[config.mk]
export PLATFORM = sky130hd
export DESIGN_NAME = instr_sequencer_flat
export DESIGN_NICKNAME = d
export VERILOG_FILES = /design/src/rtl/instr_sequencer_pkg.sv /design/src/rtl/instr_sequencer_if.sv /design/src/rtl/instr_sequencer_decoder.sv /design/src/rtl/instr_sequencer.sv /design/src/flat_wrapper.sv
export SDC_FILE = /design/constraint.sdc
export NUM_CORES = 1
export LEC_CHECK = 0
export CAP_MARGIN = 30
export CORE_ASPECT_RATIO = 0.6
export CORE_MARGIN = 2
export CORE_UTILIZATION = 45
export CTS_CLUSTER_SIZE = 20
export DETAILED_ROUTE_END_ITERATION = 6
export PLACE_DENSITY = 0.83
export RECOVER_POWER = 100
export SLEW_MARGIN = 30
export SYNTH_ARGS = -nofsm -noshare
export SYNTH_HDL_FRONTEND = slang
export SYNTH_HIERARCHICAL = 1
export SYNTH_SLANG_ARGS = --single-unit
[constraint.sdc]
create_clock -name clk -period 2.55 [get_ports clk]
set_clock_uncertainty 0.1 [all_clocks]
set_input_delay 0.51 -clock clk [delete_from_list [all_inputs] [get_ports clk]]
set_output_delay 0.51 -clock clk [all_outputs]
set_load 0.02 [all_outputs]
[src/rtl/instr_sequencer_pkg.sv]
// Shared opcodes, FSM states and instruction field layout for the instruction sequencer.
package seq_pkg;

    localparam logic [7:0] OP_MOV   = 8'h00;
    localparam logic [7:0] OP_ADD   = 8'h01;
    localparam logic [7:0] OP_AND   = 8'h02;
    localparam logic [7:0] OP_OR    = 8'h03;
    localparam logic [7:0] OP_LOADI = 8'h08;
    localparam logic [7:0] OP_SUB   = 8'h09;
    localparam logic [7:0] OP_HALT  = 8'hFF;

    // Instruction word: {opcode, dest, src2, src1}
    localparam int unsigned FIELD_W  = 8;
    localparam int unsigned OPC_LSB  = 24;
    localparam int unsigned DST_LSB  = 16;
    localparam int unsigned SRC2_LSB = 8;
    localparam int unsigned SRC1_LSB = 0;

    typedef enum logic [2:0] {
        S_IDLE,
        S_FETCH,
        S_DECODE,
        S_EXEC,
        S_WB,
        S_HALT
    } state_t;

    typedef struct packed {
        logic [2:0] out1addr;
        logic [2:0] out2addr;
        logic [2:0] inaddr;
        logic [2:0] select;
        logic       out1mux;
        logic       out2mux;
        logic       immmux;
        logic [7:0] imm;
        logic       legal;
        logic       halt;
    } decode_t;

endpackage

[src/rtl/instr_sequencer_if.sv]
// Instruction-memory request/valid handshake between the sequencer and its memory.
interface instr_sequencer_if #(
    parameter int PC_W = 8
);
    logic            imem_req;
    logic [PC_W-1:0] imem_addr;
    logic            imem_valid;
    logic [31:0]     imem_instr;

    modport master (output imem_req, output imem_addr, input imem_valid, input imem_instr);
    modport slave  (input imem_req, input imem_addr, output imem_valid, output imem_instr);
endinterface

[src/rtl/instr_sequencer_decoder.sv]
// Combinational instruction decode: register addresses, ALU controls and legality.
module instr_decoder
    import seq_pkg::*;
(
    input  logic [31:0] i_ir,
    output decode_t     o_dec
);
    logic [7:0] w_op;
    logic [7:0] w_dst;
    logic [7:0] w_src2;
    logic [7:0] w_src1;
    logic       w_known;
    logic       w_rd1;
    logic       w_rd2;

    assign w_op   = i_ir[OPC_LSB  +: FIELD_W];
    assign w_dst  = i_ir[DST_LSB  +: FIELD_W];
    assign w_src2 = i_ir[SRC2_LSB +: FIELD_W];
    assign w_src1 = i_ir[SRC1_LSB +: FIELD_W];

    always_comb begin
        o_dec          = '0;
        w_known        = 1'b1;
        w_rd1          = 1'b0;
        w_rd2          = 1'b0;
        o_dec.inaddr   = w_dst[2:0];
        o_dec.out2addr = w_src2[2:0];
        o_dec.out1addr = w_src1[2:0];
        o_dec.select   = w_op[2:0];
        o_dec.imm      = w_src1;
        case (w_op)
            OP_LOADI: o_dec.immmux = 1'b1;
            OP_MOV: begin
                o_dec.out1mux = 1'b1;
                w_rd1         = 1'b1;
            end
            OP_ADD, OP_AND, OP_OR: begin
                o_dec.out1mux = 1'b1;
                o_dec.out2mux = 1'b1;
                w_rd1         = 1'b1;
                w_rd2         = 1'b1;
            end
            // Subtract is add with operand 2 fed through the complement path
            OP_SUB: begin
                o_dec.out1mux = 1'b1;
                w_rd1         = 1'b1;
                w_rd2         = 1'b1;
            end
            OP_HALT: begin
                o_dec.halt = 1'b1;
                w_known    = 1'b0;
            end
            default: w_known = 1'b0;
        endcase
        o_dec.legal = w_known && (w_dst[7:3] == '0)
                      && !(w_rd1 && (w_src1[7:3] != '0))
                      && !(w_rd2 && (w_src2[7:3] != '0));
    end
endmodule

[src/rtl/instr_sequencer.sv]
// Multi-cycle FETCH/DECODE/EXEC/WB sequencer: PC, IR, retired count and halt/error status.
module instr_sequencer
    import seq_pkg::*;
#(
    parameter int PC_W  = 8,
    parameter int CNT_W = 16
) (
    input  logic              clk,
    input  logic              RESET,
    input  logic              start,
    instr_sequencer_if.master imem,
    output logic [2:0]        OUT1addr,
    output logic [2:0]        OUT2addr,
    output logic [2:0]        INaddr,
    output logic [2:0]        select,
    output logic              out1mux,
    output logic              out2mux,
    output logic              immediatemux,
    output logic [7:0]        immediate,
    output logic              reg_we,
    output logic              busy,
    output logic              halted,
    output logic              err,
    output logic [CNT_W-1:0]  retired
);
    state_t           r_state;
    logic [PC_W-1:0]  r_pc;
    logic [31:0]      r_ir;
    logic [CNT_W-1:0] r_retired;
    logic             r_req;
    logic             r_we;
    logic             r_busy;
    logic             r_halted;
    logic             r_err;
    decode_t          r_ctl;
    decode_t          w_dec;

    instr_decoder u_dec (
        .i_ir  (r_ir),
        .o_dec (w_dec)
    );

    always_ff @(posedge clk or negedge RESET) begin
        if (!RESET) begin
            r_state   <= S_IDLE;
            r_pc      <= '0;
            r_ir      <= '0;
            r_retired <= '0;
            r_req     <= 1'b0;
            r_we      <= 1'b0;
            r_busy    <= 1'b0;
            r_halted  <= 1'b0;
            r_err     <= 1'b0;
            r_ctl     <= '0;
        end else begin
            case (r_state)
                S_IDLE: begin
                    if (start) begin
                        r_state <= S_FETCH;
                        r_req   <= 1'b1;
                        r_busy  <= 1'b1;
                    end
                end
                S_FETCH: begin
                    if (imem.imem_valid) begin
                        r_ir    <= imem.imem_instr;
                        r_req   <= 1'b0;
                        r_state <= S_DECODE;
                    end
                end
                S_DECODE: begin
                    r_ctl <= w_dec;
                    if (w_dec.halt) begin
                        r_state  <= S_HALT;
                        r_busy   <= 1'b0;
                        r_halted <= 1'b1;
                    end else begin
                        r_state <= S_EXEC;
                    end
                end
                // reg_we is registered here so it spans exactly the WB cycle
                S_EXEC: begin
                    r_we    <= w_dec.legal;
                    r_state <= S_WB;
                end
                S_WB: begin
                    r_we    <= 1'b0;
                    r_pc    <= r_pc + 1'b1;
                    r_req   <= 1'b1;
                    r_state <= S_FETCH;
                    if (w_dec.legal) begin
                        if (r_retired != '1) r_retired <= r_retired + 1'b1;
                    end else begin
                        r_err <= 1'b1;
                    end
                end
                S_HALT:  r_state <= S_HALT;
                default: r_state <= S_IDLE;
            endcase
        end
    end

    assign imem.imem_req  = r_req;
    assign imem.imem_addr = r_pc;
    assign OUT1addr       = r_ctl.out1addr;
    assign OUT2addr       = r_ctl.out2addr;
    assign INaddr         = r_ctl.inaddr;
    assign select         = r_ctl.select;
    assign out1mux        = r_ctl.out1mux;
    assign out2mux        = r_ctl.out2mux;
    assign immediatemux   = r_ctl.immmux;
    assign immediate      = r_ctl.imm;
    assign reg_we         = r_we;
    assign busy           = r_busy;
    assign halted         = r_halted;
    assign err            = r_err;
    assign retired        = r_retired;
endmodule

[src/flat_wrapper.sv]
// flat-port wrapper written by rule: the top's interface ports become plain ports
module instr_sequencer_flat import seq_pkg::*;
#(
    parameter int PC_W  = 8,
    parameter int CNT_W = 16
)
  (clk, RESET, start, OUT1addr, OUT2addr, INaddr, select, out1mux, out2mux, immediatemux, immediate, reg_we, busy, halted, err, retired, imem_imem_req, imem_imem_addr, imem_imem_valid, imem_imem_instr);
  instr_sequencer_if #(.PC_W(PC_W)) imem_i ();
  input  logic clk;
  input  logic RESET;
  input  logic start;
  output logic [2:0] OUT1addr;
  output logic [2:0] OUT2addr;
  output logic [2:0] INaddr;
  output logic [2:0] select;
  output logic out1mux;
  output logic out2mux;
  output logic immediatemux;
  output logic [7:0] immediate;
  output logic reg_we;
  output logic busy;
  output logic halted;
  output logic err;
  output logic [CNT_W-1:0] retired;
  output wire logic [$bits(imem_i.imem_req)-1:0] imem_imem_req;
  output wire logic [$bits(imem_i.imem_addr)-1:0] imem_imem_addr;
  input wire logic [$bits(imem_i.imem_valid)-1:0] imem_imem_valid;
  input wire logic [$bits(imem_i.imem_instr)-1:0] imem_imem_instr;
  assign imem_imem_req = imem_i.imem_req;
  assign imem_imem_addr = imem_i.imem_addr;
  assign imem_i.imem_valid = imem_imem_valid;
  assign imem_i.imem_instr = imem_imem_instr;
  instr_sequencer #(.PC_W(PC_W), .CNT_W(CNT_W)) u_core (.clk(clk), .RESET(RESET), .start(start), .imem(imem_i), .OUT1addr(OUT1addr), .OUT2addr(OUT2addr), .INaddr(INaddr), .select(select), .out1mux(out1mux), .out2mux(out2mux), .immediatemux(immediatemux), .immediate(immediate), .reg_we(reg_we), .busy(busy), .halted(halted), .err(err), .retired(retired));
endmodule
==> flow_summary.json, run 1 <==
{
  "cp_max_fo": 32,
  "finalCriticalPeriod_ns": 2.408,
  "die_y_um": 76.30,
  "cts_buffers": 9,
  "fp.coreArea_um2": 8491,
  "setup_slack_ns": 0.1425,
  "cp_cell_sequence": "dlygate4sd3_1, inv_1, nor4b_4, clkbuf_2, mux2_2",
  "drive_gt1_frac": 0.2228,
  "root_buffer": "clkbuf_16",
  "drt_iter0_drc": 140,
  "grt_max_degree": 49,
  "ios": 88,
  "stdcell_count": 498,
  "hold_class": "input port to async pin",
  "clk_path_buf_depth": 2,
  "grt.met2_usage": 0.2929,
  "via_count": 2619,
  "ys_ff_latch": 87,
  "rows": 26,
  "io_buffers": 87,
  "gp_congestion": 0.8565,
  "grtUsageMet3": 0.05969,
  "antenna_cells": 0,
  "startpoint_type": "input port",
  "crit_path_top_delay_cell": "clkbuf_2",
  "netlist_instances": 304,
  "synth_top_area_cell": "dfrtp_1",
  "synth.top_cells.by_area": "dfrtp_1, mux2_2, buf_4, xor2_1, nand3_1",
  "pre_cts_ws_ns": 0.08248,
  "status": "completed",
  "setup-tns-final_ns": 0,
  "yosysWarnings": 6,
  "max_freq_mhz": 415.4,
  "period_share": 0.9441,
  "p_leak_nw": 2.253,
  "hold_buffers": 0,
  "start_util": 0.4617,
  "synth_area_per_cell_um2": 12.89,
  "synth_top_area_frac": 0.5554,
  "path_class": "input port to flop",
  "tightest_slew_ns": 0.9996,
  "clkLatencyLatePin_ns": 0.34,
  "cp.arrival_ns": 2.52,
  "vdd_drop_max_mv": 0.8014,
  "fin_hold_ws_ns": 0.2319,
  "grt_use_met1": 0.2455,
  "yosysSeqAreaShare": 0.5554,
  "end_kind": "flop",
  "clock-sinks": 87,
  "antenna_found_initial": 0,
  "busiest_layer": "met2",
  "grt_pass1_vias": 2696,
  "finalMaxSlewViolations": 0,
  "grt-ovfl-total": 0,
  "cts_htree_levels": 3,
  "cts_tree": "yes",
  "vias_per_cell": 5.259,
  "drc": 0,
  "syn-num-nets": 342,
  "cts_setup_buffers": 0,
  "worst-r2r-setup-slack_ns": 0.20,
  "wire_per_inst_um": 16.92,
  "die_w_um": 124.5,
  "clk_pin_slew_ns": 0.06,
  "drt_pre_antenna_iters": 4,
  "maxCapViolCount": 0,
  "grt_pass1_wl_um": 13990,
  "dp_hpwl_um": 5980,
  "final-setup-viol-count": 0,
  "grt_usage": 0.1876,
  "grt_setup_unrepaired": "false",
  "critical_path_required_ns": 2.67,
  "drt_wl_total_um": 8428,
  "ys_types": 42,
  "relSlewSlack": 0.3336,
  "mostFrequentLayoutCells": "dfrtp_1, dlygate4sd3_1, mux2_2",
  "p_per_area_nw_per_um2": 1042,
  "syn_area_um2": 3920,
  "ant_nets": 0,
  "dp.cells": 482,
  "syn2layout_area_growth_pct": 29.05,
  "layout_commonest_cell": "dfrtp_1",
  "worst_path_largest_cell_delay_ns": 0.67,
  "hold_viol_final": 0,
  "die_area_um2": 9498,
  "fin_nets": 419
}
-- state kept, by name, indices dropped and copies added (netlist names), 8 cells and up --
| register | flops |
|---|---|
| u_core/r_ir | 32 |
| u_core/immediate | 8 |
| u_core/imem.imem_addr | 8 |
| u_core/retired | 16 |
-- per-stage QoR --
stage	total power, mW	util	cell area (um^2)
final	5.271	0.5958	5059
after global routing	5.588	0.5958	5059
after CTS	5.453	0.5996	5091
after detailed placement	4.214	0.5671	4815
after global placement	4.120	0.5671	4815
after floorplan	3.589	-	3920
-- routing by layer --
metal / up-vias / wire length, um
li1: 1224 / -
met1: 1293 / 3816
met2: 87 / 3930
met3: 15 / 534
met4: 0 / 146
met5: - / 0
-- final timing paths --
check,from,end,cells after the start
min reg2reg,u_core/err,u_core/err,1
min in group clk,u_core/err,u_core/err,1
min,RESET,u_core/retired[12],1
max in group asynchronous,RESET,u_core/r_ir[7],2
max,imem_imem_valid,u_core/r_ir[11],5
max reg2reg,u_core/r_ir[6],u_core/retired[13],9
-- cells by family after synthesis --
| family | synth area share |
|---|---|
| xor+xnor | 0.03575 |
| buf+inv | 0.06096 |
| flops | 0.5554 |
| fa+ha+maj | 0.006383 |
| mux | 0.1692 |
| simple gates | 0.1251 |
| compound gates | 0.04724 |
-- cell type report --
type / count / area [um^2]
multi-input cells: 181 / 1509
fillers: 692 / 3432
repair buffers: 97 / 937.1
well taps: 112 / 140.1
flip-flops and latches: 87 / 2177
inverters: 5 / 18.77
clock inverters: 4 / 20.02
clock buffers: 12 / 256.5
-- Yosys cell counts (all sizes together) --
cell type	n
nand4bb	1
a311oi	3
mux2i	1
o21ai	2
nand4	6
nand2	11
a31oi	1
a211oi	1
mux2	58
and2	2
dfrtp	87
buf	31
nor4b	2
and4	2
nor3b	1
nand4b	1
o21a	3
nor3	9
o31ai	1
a21oi	12
nand2b	2
a21o	2
a22o	1
xnor2	7
ha	2
inv	5
xor2	9
and3	7
nand3	14
nor2	13
o2111ai	1
o22ai	1
nor4	5
-- power breakdown --
group | total [mW] | switching (mW) | leakage (nW) | internal, mW
clock network | 1.21 | 0.506 | 0.142 | 0.706
registers | 2.29 | 0.395 | 1.08 | 1.89
logic | 1.77 | 0.823 | 1.03 | 0.950
-- worst max-delay path, delay by kind of cell --
family / cells / cell delay [ns]
mux: 1 / 0.42
simple gates: 1 / 0.21
buf+inv: 3 / 1.37
-- what timing repair did --
item	4_1_cts	5_1_grt
endpoints found under the hold margin	0	0
resized for setup	0	4
setup endpoints to repair	0	6
(Power assumes the default switching activity.)
==> run 2: changes to the inputs <==
MAX_ROUTING_LAYER = met4   (was default)
==> run 2 against run 1 <==
  * Cell area down 0.30%
  * Core utilization down 0.18 points
  * Sequential cell count unchanged
  * Sequential share of layout area increased by 0.13 points
  * Clock power about the same
  * Highest routed layer unchanged
  * Via count is essentially flat
  * Critical endpoint unchanged
  * Largest cell class unchanged
  * Critical path depth is the same
  * Critical path type unchanged
  * Maximum frequency about the same
  * Power about the same
  * Cell count stayed put
==> flow_summary.json, run 2 (synthesized netlist as in run 1, its figures left out) <==
{
  "status": "completed",
  "grt_pass1_wl_um": 13970,
  "startpoint_type": "input port",
  "grt-ovfl-total": 0,
  "ff_latch_area_um2": 2177,
  "relSlewSlack": 0.2704,
  "ios": 88,
  "grt_setup_unrepaired": "false",
  "grt_pass1_vias": 2698,
  "drt_wl_total_um": 8440,
  "pwr-share-comb": 0.336,
  "finalCriticalPeriod_ns": 2.409,
  "finalMaxSlewViolations": 0,
  "gp_congestion": 0.8701,
  "mostFrequentLayoutCells": "dfrtp_1, dlygate4sd3_1, mux2_2",
  "setup_slack_ns": 0.1413,
  "layout_commonest_cell": "dfrtp_1",
  "maxCapViolCount": 0,
  "cts_htree_levels": 3,
  "die_w_um": 124.5,
  "die_y_um": 76.30,
  "drt_pre_antenna_iters": 4,
  "rows": 26,
  "setup-tns-final_ns": 0,
  "fin_nets": 419,
  "grt_max_degree": 49,
  "root_buffer": "clkbuf_16",
  "start_util": 0.4617,
  "p_seq_frac": 0.434,
  "cp_max_fo": 32,
  "cts_resized": 0,
  "vias_per_cell": 5.261,
  "cts_buffers": 9,
  "fillers": 694,
  "vdd_drop_max_mv": 0.8016,
  "clk_path_buf_depth": 2,
  "period_share": 0.9446,
  "drt_iter0_drc": 131,
  "antenna_cells": 0,
  "fp.coreArea_um2": 8491,
  "drive_gt1_frac": 0.2228,
  "wire_per_inst_um": 16.95,
  "multi_input_area_um2": 1509,
  "dp_hpwl_um": 5980,
  "p_per_area_nw_per_um2": 1044,
  "cp.arrival_ns": 2.53,
  "worst-r2r-setup-slack_ns": 0.19,
  "final-setup-viol-count": 0,
  "clk_pin_slew_ns": 0.06,
  "fin_hold_ws_ns": 0.2163,
  "startpoint": "imem_imem_valid",
  "hold_class": "input port to async pin",
  "switching_power_mw": 1.723,
  "die_area_um2": 9498,
  "switching_share": 0.3270,
  "tightest_slew_ns": 1.094,
  "r2r_start": "u_core/r_ir[6]",
  "end_kind": "flop",
  "power.internal_mw": 3.545,
  "max_freq_mhz": 415.2,
  "grt_usage": 0.1931,
  "path_class": "input port to flop",
  "hold_viol_final": 0,
  "critical_path_required_ns": 2.67,
  "io_buffers": 87,
  "hold_buffers": 0,
  "cts_setup_buffers": 0,
  "drc": 0,
  "cts_tree": "yes",
  "via_count": 2620,
  "p_leak_nw": 2.248,
  "largest_register_ffs": 32,
  "top_register": "u_core/r_ir",
  "antenna_found_initial": 0,
  "syn2layout_area_growth_pct": 28.66,
  "ant_nets": 0,
  "clkLatencyLatePin_ns": 0.34,
  "clock-sinks": 87,
  "pre_cts_ws_ns": 0.08248,
  "p_clk_frac": 0.230
}
-- run 2: final timing paths --
path | end | cells after the start
worst max register to register | u_core/retired[13] | 9
max in group asynchronous | u_core/r_ir[7] | 2
worst min register to register | u_core/err | 1
min in group clk | u_core/err | 1
worst min-delay path | u_core/retired[12] | 1
worst max-delay path | u_core/r_ir[11] | 5
-- run 2: power by group through the flow --
stage	sequential (mW)	clock (mW)	combinational [mW]
6_report	2.28	1.21	1.77
5_1_grt	2.37	1.31	1.91
4_1_cts	2.29	1.25	1.91
3_5_place_dp	2.31	0	1.90
3_3_place_gp	2.27	0	1.85
2_1_floorplan	2.47	0	1.12
-- run 2: cell type report --
cell class / instances / area share
Sequential cell: 87 / 0.4317
Multi-Input combinational cell: 181 / 0.2992
Timing Repair Buffer: 97 / 0.1828
Clock buffer: 12 / 0.05086
Tap cell: 112 / 0.02778
Clock inverter: 4 / 0.003969
Inverter: 5 / 0.003721
-- run 2: worst max-delay path, stage by stage --
cell           delay, ns
dlygate4sd3_1       0.58
inv_1               0.12
nor4b_4             0.21
clkbuf_2            0.67
mux2_2              0.42
-- run 2: layer usage --
layer	share of wire	wire (um)	global-route usage
met5	0	0	-
met4	0.020	167	0.07416
met3	0.052	443	0.05337
met2	0.47	3940	0.2929
met1	0.46	3889	0.2497
-- run 2: stage by stage --
step / total power, mW / instances / util / cell area [um^2]
4_1_cts: 5.453 / 498 / 0.5996 / 5091
5_1_grt: 5.583 / 498 / 0.5940 / 5044
3_3_place_gp: 4.120 / 482 / 0.5671 / 4815
3_5_place_dp: 4.214 / 482 / 0.5671 / 4815
6_report: 5.267 / 498 / 0.5940 / 5044
2_1_floorplan: 3.589 / 304 / - / 3920
